**config.mk**
```make
export PLATFORM = sky130hd
export DESIGN_NAME = bram_stream_reader_flat
export DESIGN_NICKNAME = d
export VERILOG_FILES = /design/src/rtl/bram_pkg.sv /design/src/rtl/bram_stream_reader_if.sv /design/src/rtl/stream_skid_buffer.sv /design/src/rtl/bram_stream_reader.sv /design/src/flat_wrapper.sv
export SDC_FILE = /design/constraint.sdc
export NUM_CORES = 1
export LEC_CHECK = 0
export CORE_ASPECT_RATIO = 1.25
export CORE_UTILIZATION = 45
export CTS_CLUSTER_DIAMETER = 60
export DETAILED_ROUTE_END_ITERATION = 16
export PLACE_DENSITY = 0.72
export SETUP_SLACK_MARGIN = 0.05
export SLEW_MARGIN = 20
export SYNTH_ARGS = -nofsm -noshare
export SYNTH_HDL_FRONTEND = slang
export SYNTH_HIERARCHICAL = 1
export SYNTH_SLANG_ARGS = --single-unit
```
**constraint.sdc**
```tcl
create_clock -name clock -period 5.6 [get_ports clock]
set_clock_uncertainty 0.2 [all_clocks]
set_input_delay 1.12 -clock clock [delete_from_list [all_inputs] [get_ports clock]]
set_output_delay 1.12 -clock clock [all_outputs]
set_load 0.01 [all_outputs]
```
**src/rtl/bram_pkg.sv**
```systemverilog
// bram_pkg: FSM state encodings and BRAM read latency shared by bram_stream_reader
package bram_pkg;
  typedef enum logic [1:0] {IDLE, READ, DRAIN, DONE} state_t;
  localparam int RD_LAT = 1;
endpackage

```
**src/rtl/bram_stream_reader_if.sv**
```systemverilog
// bram_stream_reader_if: BRAM read port plus output stream bundle
//   ram_enable/write_enable/address -> BRAM, ram_data <- BRAM
//   out_data/out_valid(/out_last) -> consumer, out_ready <- consumer
//   out_last exists only when BRAM_STREAM_READER_LAST_EN is defined
interface bram_stream_reader_if #(parameter int RAM_WIDTH = 8, parameter int RAM_ADDR_BITS = 10);
  logic                     ram_enable;
  logic                     write_enable;
  logic [RAM_ADDR_BITS-1:0] address;
  logic [RAM_WIDTH-1:0]     ram_data;
  logic [RAM_WIDTH-1:0]     out_data;
  logic                     out_valid;
  logic                     out_ready;
`ifdef BRAM_STREAM_READER_LAST_EN
  logic                     out_last;
`endif
  modport master (
    output ram_enable, write_enable, address, out_data, out_valid,
`ifdef BRAM_STREAM_READER_LAST_EN
    output out_last,
`endif
    input  ram_data, out_ready
  );
  modport slave (
    input  ram_enable, write_enable, address, out_data, out_valid,
`ifdef BRAM_STREAM_READER_LAST_EN
    input  out_last,
`endif
    output ram_data, out_ready
  );
endinterface

```
**src/rtl/stream_skid_buffer.sv**
```systemverilog
// stream_skid_buffer: 2-entry valid/ready FIFO with occupancy output
//   in_valid/in_data: push (caller guarantees no overflow)
//   out_valid/out_data/out_ready: pop side, head held stable until popped
//   count: current occupancy 0..2
module stream_skid_buffer #(parameter int W = 8) (
  input  logic         clock,
  input  logic         reset_n,
  input  logic         in_valid,
  input  logic [W-1:0] in_data,
  output logic         out_valid,
  output logic [W-1:0] out_data,
  input  logic         out_ready,
  output logic [1:0]   count
);
  logic [W-1:0] mem_q [2];
  logic [W-1:0] mem_d [2];
  logic         rd_q, rd_d, wr_q, wr_d;
  logic [1:0]   cnt_q, cnt_d;
  logic         pop;
  always_comb begin
    pop = (cnt_q != 2'd0) && out_ready;
    mem_d = mem_q;
    mem_d[wr_q] = in_valid ? in_data : mem_q[wr_q];
    wr_d = wr_q ^ in_valid;
    rd_d = rd_q ^ pop;
    cnt_d = cnt_q + {1'b0, in_valid} - {1'b0, pop};
  end
  assign out_valid = cnt_q != 2'd0;
  assign out_data  = mem_q[rd_q];
  assign count     = cnt_q;
  always_ff @(posedge clock or negedge reset_n) begin
    if (!reset_n) begin
      mem_q <= '{default: '0};
      rd_q  <= 1'b0;
      wr_q  <= 1'b0;
      cnt_q <= 2'd0;
    end else begin
      mem_q <= mem_d;
      rd_q  <= rd_d;
      wr_q  <= wr_d;
      cnt_q <= cnt_d;
    end
  end
endmodule

```
**src/rtl/bram_stream_reader.sv**
```systemverilog
// bram_stream_reader: reads length words from a 1-cycle BRAM starting at start_addr and streams them out
//   clock, reset_n (async active-low); start/start_addr/length job request sampled in IDLE
//   busy high during READ/DRAIN, done 1-cycle pulse at completion
//   bus (master): BRAM read port and valid/ready output stream
//   BRAM_STREAM_READER_LAST_EN adds out_last on the final word
module bram_stream_reader
  import bram_pkg::*;
#(
  parameter int RAM_WIDTH     = 8,
  parameter int RAM_ADDR_BITS = 10
) (
  input  logic                     clock,
  input  logic                     reset_n,
  input  logic                     start,
  input  logic [RAM_ADDR_BITS-1:0] start_addr,
  input  logic [RAM_ADDR_BITS:0]   length,
  output logic                     busy,
  output logic                     done,
  bram_stream_reader_if.master     bus
);
  state_t                   state_q, state_d;
  logic [RAM_ADDR_BITS-1:0] addr_q, addr_d;
  logic [RAM_ADDR_BITS:0]   rem_q, rem_d;
  logic [RD_LAT-1:0]        fl_q, fl_d;
  logic [1:0]               occ;
  logic                     ov, pop, issue;
  logic [RAM_WIDTH-1:0]     od;
  stream_skid_buffer #(.W(RAM_WIDTH)) u_buf (
    .clock     (clock),
    .reset_n   (reset_n),
    .in_valid  (fl_q[RD_LAT-1]),
    .in_data   (bus.ram_data),
    .out_valid (ov),
    .out_data  (od),
    .out_ready (bus.out_ready),
    .count     (occ)
  );
  always_comb begin
    pop = ov && bus.out_ready;
    // reads still in flight count against the 2-entry buffer; a pop frees a slot this cycle
    issue = (state_q == READ) && ((int'(occ) + $countones(fl_q) < 2) || pop);
    fl_d = RD_LAT'({fl_q, issue});
    state_d = state_q;
    addr_d = addr_q;
    rem_d = rem_q;
    case (state_q)
      IDLE: if (start) begin
        addr_d = start_addr;
        rem_d = length;
        state_d = (length == '0) ? DONE : READ;
      end
      READ: if (issue) begin
        addr_d = addr_q + 1'b1;
        rem_d = rem_q - 1'b1;
        state_d = (rem_q == (RAM_ADDR_BITS+1)'(1)) ? DRAIN : READ;
      end
      DRAIN: state_d = (fl_q == '0 && (occ == 2'd0 || (occ == 2'd1 && pop))) ? DONE : DRAIN;
      default: state_d = IDLE;
    endcase
  end
  always_ff @(posedge clock or negedge reset_n) begin
    if (!reset_n) begin
      state_q <= IDLE;
      addr_q  <= '0;
      rem_q   <= '0;
      fl_q    <= '0;
    end else begin
      state_q <= state_d;
      addr_q  <= addr_d;
      rem_q   <= rem_d;
      fl_q    <= fl_d;
    end
  end
  assign busy             = (state_q == READ) || (state_q == DRAIN);
  assign done             = state_q == DONE;
  assign bus.ram_enable   = issue;
  assign bus.write_enable = 1'b0;
  assign bus.address      = addr_q;
  assign bus.out_valid    = ov;
  assign bus.out_data     = od;
`ifdef BRAM_STREAM_READER_LAST_EN
  logic [RAM_ADDR_BITS:0] left_q, left_d;
  always_comb begin
    left_d = (state_q == IDLE && start) ? length : (pop ? left_q - 1'b1 : left_q);
  end
  always_ff @(posedge clock or negedge reset_n) begin
    if (!reset_n) left_q <= '0;
    else left_q <= left_d;
  end
  assign bus.out_last = ov && (left_q == (RAM_ADDR_BITS+1)'(1));
`endif
endmodule

```
**src/flat_wrapper.sv**
```systemverilog
// flat-port wrapper written by rule: the top's interface ports become plain ports
module bram_stream_reader_flat import bram_pkg::*;
#(
  parameter int RAM_WIDTH     = 8,
  parameter int RAM_ADDR_BITS = 10
)
  (clock, reset_n, start, start_addr, length, busy, done, bus_ram_enable, bus_write_enable, bus_address, bus_out_data, bus_out_valid, bus_ram_data, bus_out_ready);
  bram_stream_reader_if #(.RAM_WIDTH(RAM_WIDTH), .RAM_ADDR_BITS(RAM_ADDR_BITS)) bus_i ();
  input  logic clock;
  input  logic reset_n;
  input  logic start;
  input  logic [RAM_ADDR_BITS-1:0] start_addr;
  input  logic [RAM_ADDR_BITS:0] length;
  output logic busy;
  output logic done;
  output wire logic [$bits(bus_i.ram_enable)-1:0] bus_ram_enable;
  output wire logic [$bits(bus_i.write_enable)-1:0] bus_write_enable;
  output wire logic [$bits(bus_i.address)-1:0] bus_address;
  output wire logic [$bits(bus_i.out_data)-1:0] bus_out_data;
  output wire logic [$bits(bus_i.out_valid)-1:0] bus_out_valid;
  input wire logic [$bits(bus_i.ram_data)-1:0] bus_ram_data;
  input wire logic [$bits(bus_i.out_ready)-1:0] bus_out_ready;
  assign bus_ram_enable = bus_i.ram_enable;
  assign bus_write_enable = bus_i.write_enable;
  assign bus_address = bus_i.address;
  assign bus_out_data = bus_i.out_data;
  assign bus_out_valid = bus_i.out_valid;
  assign bus_i.ram_data = bus_ram_data;
  assign bus_i.out_ready = bus_out_ready;
  bram_stream_reader #(.RAM_WIDTH(RAM_WIDTH), .RAM_ADDR_BITS(RAM_ADDR_BITS)) u_core (.clock(clock), .reset_n(reset_n), .start(start), .start_addr(start_addr), .length(length), .busy(busy), .done(done), .bus(bus_i));
endmodule
```
# == Word level (Yosys, flattened, before mapping) ==
# Index checks and enable logic that the tools add are counted.
# Widths: inputs -> output; s select.
# totals
regBits,44
latch_bits,0
ramBits,0
mem_bits_ro,0
input_bits,33
word_cells,67
mem_count,0
# op_classes
n_addsub,5
mul,0
n_div,0
n_lt_le_gt_ge,4
eq_ne,7
shifts,0
mux,22
bitwise,5
reduce_logical,15
# ops
cell,n
$mux 8,8
$lt 32x3->1 const B,1
$mux 11,2
$pmux 11 s2,1
$mux 10,2
$pmux 10 s2,1
$bwmux 16,1
$eq 11x1->1 const B,1
$logic_not 11->1,1
$sub 11x1->11 const B,1
$add 10x1->10 const B,1
$demux 8 s1,1
$mux 2,4
$pmux 2 s3,1
$logic_and 1x1->1,5
$eq 2x1->1 const B,2
$eq 2x2->1 const B,2
$ge 2x2->1 const B,2
$logic_not 2->1,2
$not 1->2,2
$reduce_bool 2->1,2
$add 2x1->3,1
$logic_or 1x1->1,3
$reduce_and 3->1,1
other kinds (9),10

# == Logic depth before layout (Yosys ltp) ==
# Gate-level depths: netlist of run 1.
# depth
depth_word,7
depth_mapped,8
ltp_nobuf,6

# == Hierarchy ==
# The synthesis of run 1 kept the hierarchy.
# by_module_without_submodules
mod,instances,cells_each,area_per_inst_um2,seq_area_each_um2
bram_stream_reader,1,189,1616.6,600.6
stream_skid_buffer,1,58,913.4,500.5

# == Least setup slack after synthesis of run 1 ==
# Ideal clock, no wire load.
# synth_path
path_kind,reg-to-output
from,reg u_core.state_q[1]
to,out bus_ram_enable
arrival_time_ps,1422
setup_slack_ps,2858
stages_incl_launch_ff,7
path_cell_list,dfrtp_1 inv_1 ha_1 buf_2 clkinv_1 clkbuf_1 a21oi_1
# synth_between
elab_chain_cells,2
# synth_rtl
element,line,rtl
from (decl),bram_stream_reader.sv:21,"state_t state_q, state_d;"
from (signal assigned),bram_stream_reader.sv:68,state_q <= state_d;
$eq 2x1->1,bram_stream_reader.sv:41,issue = (state_q == READ) && ((int'(occ) + $countones(fl_q) < 2) || pop);
$logic_and 1x1->1,bram_stream_reader.sv:41,
to (decl),flat_wrapper.sv:16,output wire logic [$bits(bus_i.ram_enable)-1:0] bus_ram_enable;
# Every way passes these cells.

# == Final worst setup path of run 1 ==
# layout_path
from,in bus_out_ready
to,out bus_ram_enable
# layout_between
elab_chain_cells,3
# layout_rtl
element,line,rtl
from (decl),flat_wrapper.sv:22,input wire logic [$bits(bus_i.out_ready)-1:0] bus_out_ready;
$logic_and 1x1->1,bram_stream_reader.sv:39,pop = ov && bus.out_ready;
$logic_or 1x1->1,bram_stream_reader.sv:41,
$logic_and 1x1->1,bram_stream_reader.sv:41,
# Every way passes these cells.

==> results of run 1 <==
## Yosys cell counts, drive strengths merged (2+ instances only)
library cell   n  share of area [%]
dfrtp         44                 44
a2bb2oi        2               0.69
and2           2               0.49
nor3b          2               0.59
o21ai         16                3.2
a22oi          3               0.89
nor4           4               0.99
o22ai          3               0.74
o22a           4                1.4
xnor2          2               0.69
o21a           5                1.5
mux2          24                 12
nand2         21                3.2
nor2          11                1.6
nand3          6                1.2
clkbuf         7                1.0
xor2           2               0.69
ha             9                4.5
buf            5                1.3
inv            8                1.2
or4            6                1.9
o31ai          4                1.4
a31oi          3               0.74
nand2b         4               0.99
or4b           2                1.1
mux2i          2               0.79
nor3           7                1.4
a21oi         18                3.6
## worst paths after layout
path / startpoint / endpoint / slack, ps
min reg2reg: u_core/u_buf/mem_q[4] / u_core/u_buf/mem_q[4] / 310
min: u_core/u_buf/mem_q[4] / u_core/u_buf/mem_q[4] / 310
max: bus_out_ready / bus_ram_enable / 1790
max reg2reg: u_core/state_q[1] / u_core/bus.address[9] / 3200
min in group asynchronous: reset_n / u_core/u_buf/mem_q[9] / 600
max in group asynchronous: reset_n / u_core/bus.address[3] / 4090
## registers in the layout, indices dropped and copies added (netlist names)
register            flops
u_core/u_buf/rd_q       1
u_core/state_q          2
u_core/bus.address     10
u_core/u_buf/wr_q       1
u_core/u_buf/mem_q     16
u_core/u_buf/count      2
u_core/fl_q             1
u_core/rem_q           11
## metal layers
layer	share of wire, %	GRT usage (%)	up-vias
met5	0	0	-
met4	0.90	5.01	0
met3	6.1	4.35	7
met2	49	34.2	76
met1	44	26.7	985
li1	-	-	1022
## logic make-up (layout without fill, tap and decap cells)
family	count (synthesis)	count (layout)	synth area share, %
AOI/OAI and AO/OA	70	70	18.5
xor gates and xnor gates	4	4	1.39
adders and majority gates	9	9	4.45
buffers and inverters	21	75	3.66
DFF	44	44	43.5
muxes	26	26	12.7
other	1	1	0.148
and+or+nand+nor	72	72	15.6
## power breakdown
group | switching (mW) | leakage, nW | internal [mW] | total [mW]
Sequential | 0.171 | 0.514 | 0.483 | 0.654
Clock | 0.111 | 0.0614 | 0.146 | 0.257
Combinational | 0.476 | 0.746 | 0.548 | 1.02
## final cells by class
class	count	area, sq um	area share [%]
clock buffers	6	82.6	2.53
clock inverters	2	38.8	1.19
inverters	9	33.8	1.04
multi-input cells	182	1340	41.0
flip-flops and latches	44	1100	33.8
well taps	64	80.1	2.46
repair buffers	58	586	18.0
## cell usage in the layout (no fill, tap or decap), types with 2 or more instances in the layout
cell / synthesis / final
and2_1: 2 / 2
o22ai_1: 3 / 3
o21ai_0: 16 / 16
o22a_1: 3 / 3
mux2_2: 16 / 16
or4_1: 5 / 5
o31ai_1: 3 / 3
buf_4: 1 / 3
nor3b_1: 2 / 2
o21a_1: 5 / 5
nand2b_1: 4 / 4
clkbuf_8: 0 / 6
inv_1: 8 / 8
clkdlybuf4s50_1: 0 / 53
mux2i_1: 2 / 2
a31oi_1: 3 / 3
or4b_4: 2 / 2
dfrtp_1: 44 / 44
nor2_1: 11 / 11
a22oi_1: 3 / 3
nor3_1: 7 / 7
mux2_4: 8 / 8
a2bb2oi_1: 2 / 2
nor4_1: 4 / 4
nand2_1: 20 / 20
nand3_1: 6 / 6
ha_1: 9 / 9
xnor2_1: 2 / 2
xor2_1: 2 / 2
a21oi_1: 18 / 18
## worst reg2reg max path, delay by kind of cell (launching register included)
family	cells	cell delay, ps
AO/OA/AOI/OAI	4	1090
adder cells (fa/ha/maj)	1	130
buffers and inverters	2	430
flip-flops	1	410
==> reports/results.ini, run 1 <==
[layout]
num-nets-final = 342
drive_above_1_share_pct = 15.9
n_antenna_cell = 0
area_delta_synth_final_pct = 28.8
design_area_sq_um = 3260
finalNonFillerCells = 365
fill_cells = 470
final_util_pct = 60.3

[global_route]
overflow = 0
grt_pass1_wl_mm = 9.67
grt_pass1_vias = 1978
antenna_found_initial = 0
grt_use_total_pct = 20.3
grt_max_degree = 45

[routing]
detailedRoute.firstPassIterationCount = 4
drc = 0
routed_via_density = 5.73
avgRoutedWirePerCell_microns = 15.8
drtIter0Drc = 91
ant_nets = 0
routed_wirelength_mm = 5.76
vias = 2090

[cts]
cts-buffers-inserted = 5
path_clk_slew_ps = 90
cts_setup_buffers = 0
cts_hold_buffers = 0
cts-root-buf = clkbuf_8
insertion_delay_ps = 300
cts.sinks = 44
clock_path_buffers = 2
cts_tree = done
cts.repair.resized = 0
cts_max_level = 2

[logic_synthesis]
synth_async_sr_flop_share_pct = 100
avgSynthCellArea_sq_um = 10.2
ys.warnings.count = 6
synthFlopType = dfrtp_1
postSynthCellCount = 247
synthesis.area_sq_um = 2530
synth-edff-count = 0
synth.net_count = 289
ys_types = 57
ys_seq_area_share_pct = 43.5
ys_ff_latch = 44

[critical_path]
cp_num_cells = 4
required_ps = 4280
path_buf_inv = 2
cp-start-kind = primary input
cp_max_fo = 3
critPathArrivalTime_ps = 2490
crit_top_cell = clkdlybuf4s50_1
worstSetupPathType = in -> out
worst_setup_path_end_kind = output port
path_cells = clkdlybuf4s50_1 -> nand2_1 -> a21oi_1 -> clkdlybuf4s50_1
slowest_delay_ps = 570
rr_worst_depth = 7
crit_slowest_cell = clkdlybuf4s50_1
critPathTopFamily = buffers and inverters

[power_and_ir_drop]
vdd_drop_max_mv = 0.227
total_power_mw = 1.93
p_per_area_nw_per_um2 = 594
power_leakage_nw = 1.32

[sta]
drv_slew = 0
rsz0062_at_grt = false
worst_slack_ps = 1790
fmax_ghz = 0.262
period_minus_slack_ps = 3810
final-hold-violation-count = 0
min_period_over_period_pct = 68.1
setup_viol = 0
tns_ps = 0
worstMarginPinSlew_ps = 639
holdWs_ps = 313
slew_headroom_pct = 56.9

[floorplanning]
dieWidth_microns = 69.1
core-area_sq_um = 5410
dieArea_sq_um = 5930
pin_count = 56
die_y_microns = 85.8
start_util_pct = 46.8
row_count = 30

[place]
gp_congestion = 0.781
placed_cells = 356
dp_slack_ps = 1780
hpwl_mm = 4.05
place_area_sq_um = 3110
port_buffers = 54

[min_path]
hold_depth = 1
hold_path.class = reg -> reg

[status]
status = completed

[flow_run]
cap_violations = 0

No activity file was read; power rests on OpenSTA's default activity.
==> run 2: changes to the inputs <==
PLACE_DENSITY = 0.75   (was 0.72)
clock period = 3.1 ns   (was 5.6 ns; I/O delays follow)
==> run 2 against run 1 <==
Effect of this change: via count increased by 1.1%; first-iteration DRC count increased by 3.3%; clock power increased by 69%; sequential power increased by 80%; wire length decreased by 1.5%; largest power group unchanged; sequential share of layout area increased by 0.17 points; global-route usage decreased by 0.14 points.
==> reports/results.ini, run 2 (synthesis results as in run 1) <==
[cts]
cts_hold_buffers = 0  ; unchanged
path_clk_slew_ps = 80  ; was 90 ps
cts-buffers-inserted = 5  ; unchanged
cts-root-buf = clkbuf_8  ; unchanged
cts_tree = done  ; unchanged
insertion_delay_ps = 290  ; was 300 ps
cts.repair.resized = 0  ; unchanged
cts_setup_buffers = 0  ; unchanged
clock_path_buffers = 2  ; unchanged
cts_max_level = 2  ; unchanged
cts.sinks = 44  ; unchanged

[place]
gp_congestion = 0.845  ; was 0.781
port_buffers = 54  ; unchanged
place_area_sq_um = 3130  ; was 3110 sq um
hpwl_mm = 4.04  ; was 4.05 mm

[power_and_ir_drop]
netSwitchingPower_mw = 1.37  ; was 758 uW
p_comb_share_pct = 54.0  ; was 52.9%
clockPowerShare_pct = 12.4  ; was 13.3%
seqPwrFrac_pct = 33.6  ; was 33.8%
p_per_area_nw_per_um2 = 1080  ; was 594 nW/um^2
internal_power_mw = 2.13  ; was 1.18 mW
power_leakage_nw = 1.32  ; about the same
vdd_drop_max_mv = 0.496  ; was 0.227 mV
swShare_pct = 39.2  ; about the same

[critical_path]
worst_setup_path_end_kind = output port  ; unchanged
critical_path.reg2reg.endpoint = u_core/rem_q[8]  ; was u_core/bus.address[9]
worstSetupPathType = in -> out  ; unchanged
crit_top_cell = clkdlybuf4s50_1  ; unchanged
crit_slowest_cell = clkdlybuf4s50_1  ; unchanged
path_cells = clkdlybuf4s50_1 -> nand2_1 -> a21oi_1 -> clkdlybuf4s50_1  ; unchanged
slowest_delay_ps = 580  ; was 570 ps
cp-start-kind = primary input  ; unchanged
critPathArrivalTime_ps = 1990  ; was 2490 ps
rr_worst_depth = 6  ; was 7
r2r-start = u_core/rem_q[0]  ; was u_core/state_q[1]
reg2reg_slack_ps = 700  ; was 3200 ps
cp_max_fo = 3  ; unchanged
required_ps = 2280  ; was 4280 ps

[flow_run]
cap_violations = 0  ; unchanged

[sta]
worstMarginPinSlew_ps = 619  ; was 639 ps
fmax_ghz = 0.356
tns_ps = 0  ; unchanged
final-hold-violation-count = 0  ; unchanged
min_period_over_period_pct = 90.6
setup_viol = 0  ; unchanged
rsz0062_at_grt = false  ; unchanged
drv_slew = 0  ; unchanged
period_minus_slack_ps = 2810
slew_headroom_pct = 58.5  ; was 56.9%

[routing]
drtIter0Drc = 94  ; was 91
ant_nets = 0  ; unchanged
detailedRoute.firstPassIterationCount = 4  ; unchanged
avgRoutedWirePerCell_microns = 15.5  ; was 15.8 microns
routed_via_density = 5.76  ; was 5.73
vias = 2114  ; was 2090
routed_wirelength_mm = 5.67  ; was 5.76 mm
drc = 0  ; unchanged

[global_route]
antenna_found_initial = 0  ; unchanged
grt_pass1_vias = 2057  ; was 1978
grt_use_total_pct = 20.2  ; was 20.3%
grt_pass1_wl_mm = 9.69  ; was 9.67 mm
overflow = 0  ; unchanged
grt_max_degree = 45  ; unchanged

[floorplanning]
pin_count = 56  ; unchanged
dieWidth_microns = 69.1  ; unchanged
row_count = 30  ; unchanged
dieArea_sq_um = 5930  ; unchanged
die_y_microns = 85.8  ; unchanged
core-area_sq_um = 5410  ; unchanged
start_util_pct = 46.8  ; unchanged

[layout]
n_antenna_cell = 0  ; unchanged
largest_reg_flops = 16  ; unchanged
design_area_sq_um = 3240  ; was 3260 sq um
final_cell_mix = clkdlybuf4s50_1 (53), dfrtp_1 (44), nand2_1 (20)  ; unchanged
final_common_cell = clkdlybuf4s50_1  ; unchanged
top_register = u_core/u_buf/mem_q  ; unchanged
num-nets-final = 344  ; was 342
drive_above_1_share_pct = 16.2  ; was 15.9%
area_delta_synth_final_pct = 28.1  ; was 28.8%

[min_path]
hold_path.class = in -> async  ; was reg -> reg

[status]
status = completed  ; unchanged

## run 2: cell types whose count changed in the layout (fill, tap and decap cells not counted), sizes merged
cell,previous run,this run
buf,5,7
## run 2: metrics by stage
stage	instances	hold slack, ps	worst slack (ps)	util [%]	power (mW)
2_1_floorplan	247	124	858	-	2.37
3_3_place_gp	359	281	309	57.9	3.02
3_5_place_dp	359	288	295	57.9	3.07
4_1_cts	367	307	292	59.9	3.52
5_1_grt	367	150	221	60.0	3.78
6_report	367	114	292	60.0	3.50
## run 2: critical path: cells and delay by family
family                 cells  cell delay, ps
AOI/OAI and AO/OA          1             170
buffers and inverters      2            1090
and+or+nand+nor            1             110
## run 2: final cells by class
| cell class | count | area, sq um |
|---|---|---|
| Clock inverter | 2 | 35.0 |
| Tap cell | 64 | 80.1 |
| Timing Repair Buffer | 60 | 583 |
| Sequential cell | 44 | 1100 |
| Inverter | 9 | 33.8 |
| Multi-Input combinational cell | 182 | 1340 |
| Fill cell | 487 | 2160 |
| Clock buffer | 6 | 72.6 |
## run 2: how the worst max path moves through the flow
stage                           start        endpoint  slack, ps  depth (start not counted)
global placement        bus_out_ready  bus_ram_enable        310                          4
CTS                     bus_out_ready  bus_ram_enable        290                          4
finish                  bus_out_ready  bus_ram_enable        290                          4
global route            bus_out_ready  bus_ram_enable        220                          4
detailed placement      bus_out_ready  bus_ram_enable        290                          4
floorplan           u_core/state_q[1]  bus_ram_enable        860                          6
## run 2: routing by layer
layer  vias up  track usage [%]  wire length [microns]
li1       1025                -                      -
met1      1016             27.1                   2610
met2        65             33.4                   2740
met3         8             4.00                    255
met4         0             5.38                     68
met5         -                0                      0
## run 2: power groups by stage
stage	combinational, mW	clock, mW	sequential, mW
after detailed placement	1.89	0	1.18
after global routing	2.08	0.476	1.23
after CTS	1.90	0.448	1.17
final	1.89	0.435	1.18
after floorplan	1.25	0	1.12
after global placement	1.85	0	1.17
==> run 3: changes to the inputs <==
--- a/constraint.sdc
+++ b/constraint.sdc
@@ -3,3 +3,3 @@
 set_input_delay 0.62 -clock clock [delete_from_list [all_inputs] [get_ports clock]]
 set_output_delay 0.62 -clock clock [all_outputs]
-set_load 0.01 [all_outputs]
+set_load 0.005 [all_outputs]
==> run 3 against run 2 <==
Effect of this change: via count increased by 1.8%; largest cell class unchanged; critical path type is now reg -> out; clock-buffer cell count fell by 1; core utilization rose by 0.14 points; setup slack better by 1.7 ps.
==> reports/results.ini, run 3 (synthesis results as in run 1) <==
[critical_path]
crit_slowest_cell = clkdlybuf4s50_1  ; unchanged
cp_max_fo = 11  ; was 3
critPathArrivalTime_ps = 1990  ; about the same
r2r-start = u_core/rem_q[0]  ; unchanged
path_buf_inv = 3  ; was 2
worstSetupPathType = reg -> out  ; was in -> out
critPathTopFamily = buffers and inverters  ; unchanged
slowest_delay_ps = 540  ; was 580 ps
cp-start-kind = flop  ; was primary input
rr_worst_depth = 6  ; unchanged
worst_setup_path_end_kind = output port  ; unchanged
reg2reg_slack_ps = 680  ; was 700 ps
required_ps = 2280  ; about the same
crit_path_start = u_core/state_q[1]  ; was bus_out_ready
path_cells = inv_1 -> ha_2 -> clkinv_1 -> a21oi_1 -> clkdlybuf4s50_1  ; was clkdlybuf4s50_1 -> nand2_1 -> a21oi_1 -> clkdlybuf4s50_1
critical_path.reg2reg.endpoint = u_core/rem_q[8]  ; unchanged

[status]
status = completed  ; unchanged

[floorplanning]
pin_count = 56  ; unchanged
dieArea_sq_um = 5930  ; unchanged
dieWidth_microns = 69.1  ; unchanged
start_util_pct = 46.8  ; unchanged
row_count = 30  ; unchanged
die_y_microns = 85.8  ; unchanged
core-area_sq_um = 5410  ; unchanged

[sta]
min_period_over_period_pct = 90.5  ; was 90.6%
slew_headroom_pct = 58.1  ; was 58.5%
tns_ps = 0  ; unchanged
final-hold-violation-count = 0  ; unchanged
holdWs_ps = 66.1  ; was 114 ps
worstMarginPinSlew_ps = 613  ; was 619 ps
setup_viol = 0  ; unchanged
drv_slew = 0  ; unchanged
period_minus_slack_ps = 2810  ; about the same
rsz0062_at_grt = false  ; unchanged
fmax_ghz = 0.356  ; about the same

[layout]
drive_above_1_share_pct = 16.8  ; was 16.2%
num-nets-final = 344  ; unchanged
finalNonFillerCells = 367  ; unchanged
regArea_sq_um = 1100  ; unchanged
n_antenna_cell = 0  ; unchanged
final_cell_mix = clkdlybuf4s50_1 (53), dfrtp_1 (44), nand2_1 (20)  ; unchanged
final_common_cell = clkdlybuf4s50_1  ; unchanged
fill_cells = 484  ; was 487
area_delta_synth_final_pct = 28.4  ; was 28.1%
top_register = u_core/u_buf/mem_q  ; unchanged
largest_reg_flops = 16  ; unchanged
multi_input_area_sq_um = 1340  ; about the same
design_area_sq_um = 3250  ; was 3240 sq um

[cts]
cts_tree = done  ; unchanged
cts-root-buf = clkbuf_8  ; unchanged
cts_max_level = 2  ; unchanged
cts_hold_buffers = 0  ; unchanged
cts.sinks = 44  ; unchanged
path_clk_slew_ps = 90  ; was 80 ps
cts-buffers-inserted = 5  ; unchanged
insertion_delay_ps = 300  ; was 290 ps
clock_path_buffers = 2  ; unchanged

[global_route]
overflow = 0  ; unchanged
grt_max_degree = 29  ; was 45
grt_pass1_vias = 2118  ; was 2057
grt_use_total_pct = 20.3  ; was 20.2%
grt_pass1_wl_mm = 9.57  ; was 9.69 mm
antenna_found_initial = 0  ; unchanged

[routing]
avgRoutedWirePerCell_microns = 15.9  ; was 15.5 microns
detailedRoute.firstPassIterationCount = 4  ; unchanged
drc = 0  ; unchanged
ant_nets = 0  ; unchanged
vias = 2152  ; was 2114
routed_via_density = 5.86  ; was 5.76
drtIter0Drc = 65  ; was 94
routed_wirelength_mm = 5.85  ; was 5.67 mm

[place]
port_buffers = 54  ; unchanged
placed_cells = 359  ; unchanged
gp_congestion = 0.813  ; was 0.845
place_area_sq_um = 3130  ; unchanged
hpwl_mm = 4.24  ; was 4.04 mm

[power_and_ir_drop]
p_per_area_nw_per_um2 = 1060  ; was 1080 nW/um^2
total_power_mw = 3.46  ; was 3.50 mW
vdd_drop_max_mv = 0.393  ; was 0.496 mV
power_leakage_nw = 1.32  ; about the same

[flow_run]
cap_violations = 0  ; unchanged

[min_path]
hold_path.class = in -> async  ; unchanged

[run 3: cell count changes in the layout (fill, tap and decap cells not counted)]
cell / previous run / this run
buf_4: 7 / 6
inv_6: 0 / 1
clkbuf_1: 1 / 0
clkinvlp_4: 0 / 1
ha_2: 0 / 1
ha_1: 9 / 8
clkinv_2: 1 / 0
buf_2: 0 / 1
[run 3: how the worst max path moves through the flow]
| stage | endpoint | depth (start not counted) | slack, ps |
|---|---|---|---|
| 2_1_floorplan | u_core/rem_q[8] | 6 | 880 |
| 3_3_place_gp | bus_ram_enable | 4 | 350 |
| 3_5_place_dp | bus_ram_enable | 4 | 300 |
| 4_1_cts | bus_ram_enable | 5 | 180 |
| 5_1_grt | bus_ram_enable | 5 | 160 |
| 6_report | bus_ram_enable | 5 | 290 |
[run 3: layer usage]
layer	up-vias	part of all wire, %	global-route usage, %
li1	1024	-	-
met1	1035	43	25.4
met2	76	49	33.8
met3	17	4.5	3.76
met4	0	2.7	9.65
met5	-	0	0
[run 3: final cells by class]
cell class	instances	area share (%)
well taps	64	2.46
clock buffers	5	2.12
flip-flops and latches	44	33.9
clock inverters	3	1.42
multi-input cells	182	41.2
repair buffers	60	17.9
inverters	9	1.04
[run 3: through the flow]
step	setup slack, ps	util, %
CTS	181	60.1
finish	294	60.1
detailed placement	302	57.9
global route	163	60.1
global placement	348	57.9
floorplan	878	-
[run 3: what timing repair did]
action / CTS / global route
hold endpoints to repair: 0 / 0
resized for setup: 0 / 1
setup endpoints to repair: 0 / 1
setup buffers: 0 / 0
[run 3: where the power goes]
part | internal, mW | switching [mW]
clock network | 0.243 | 0.210
registers | 0.873 | 0.304
logic | 1.01 | 0.823
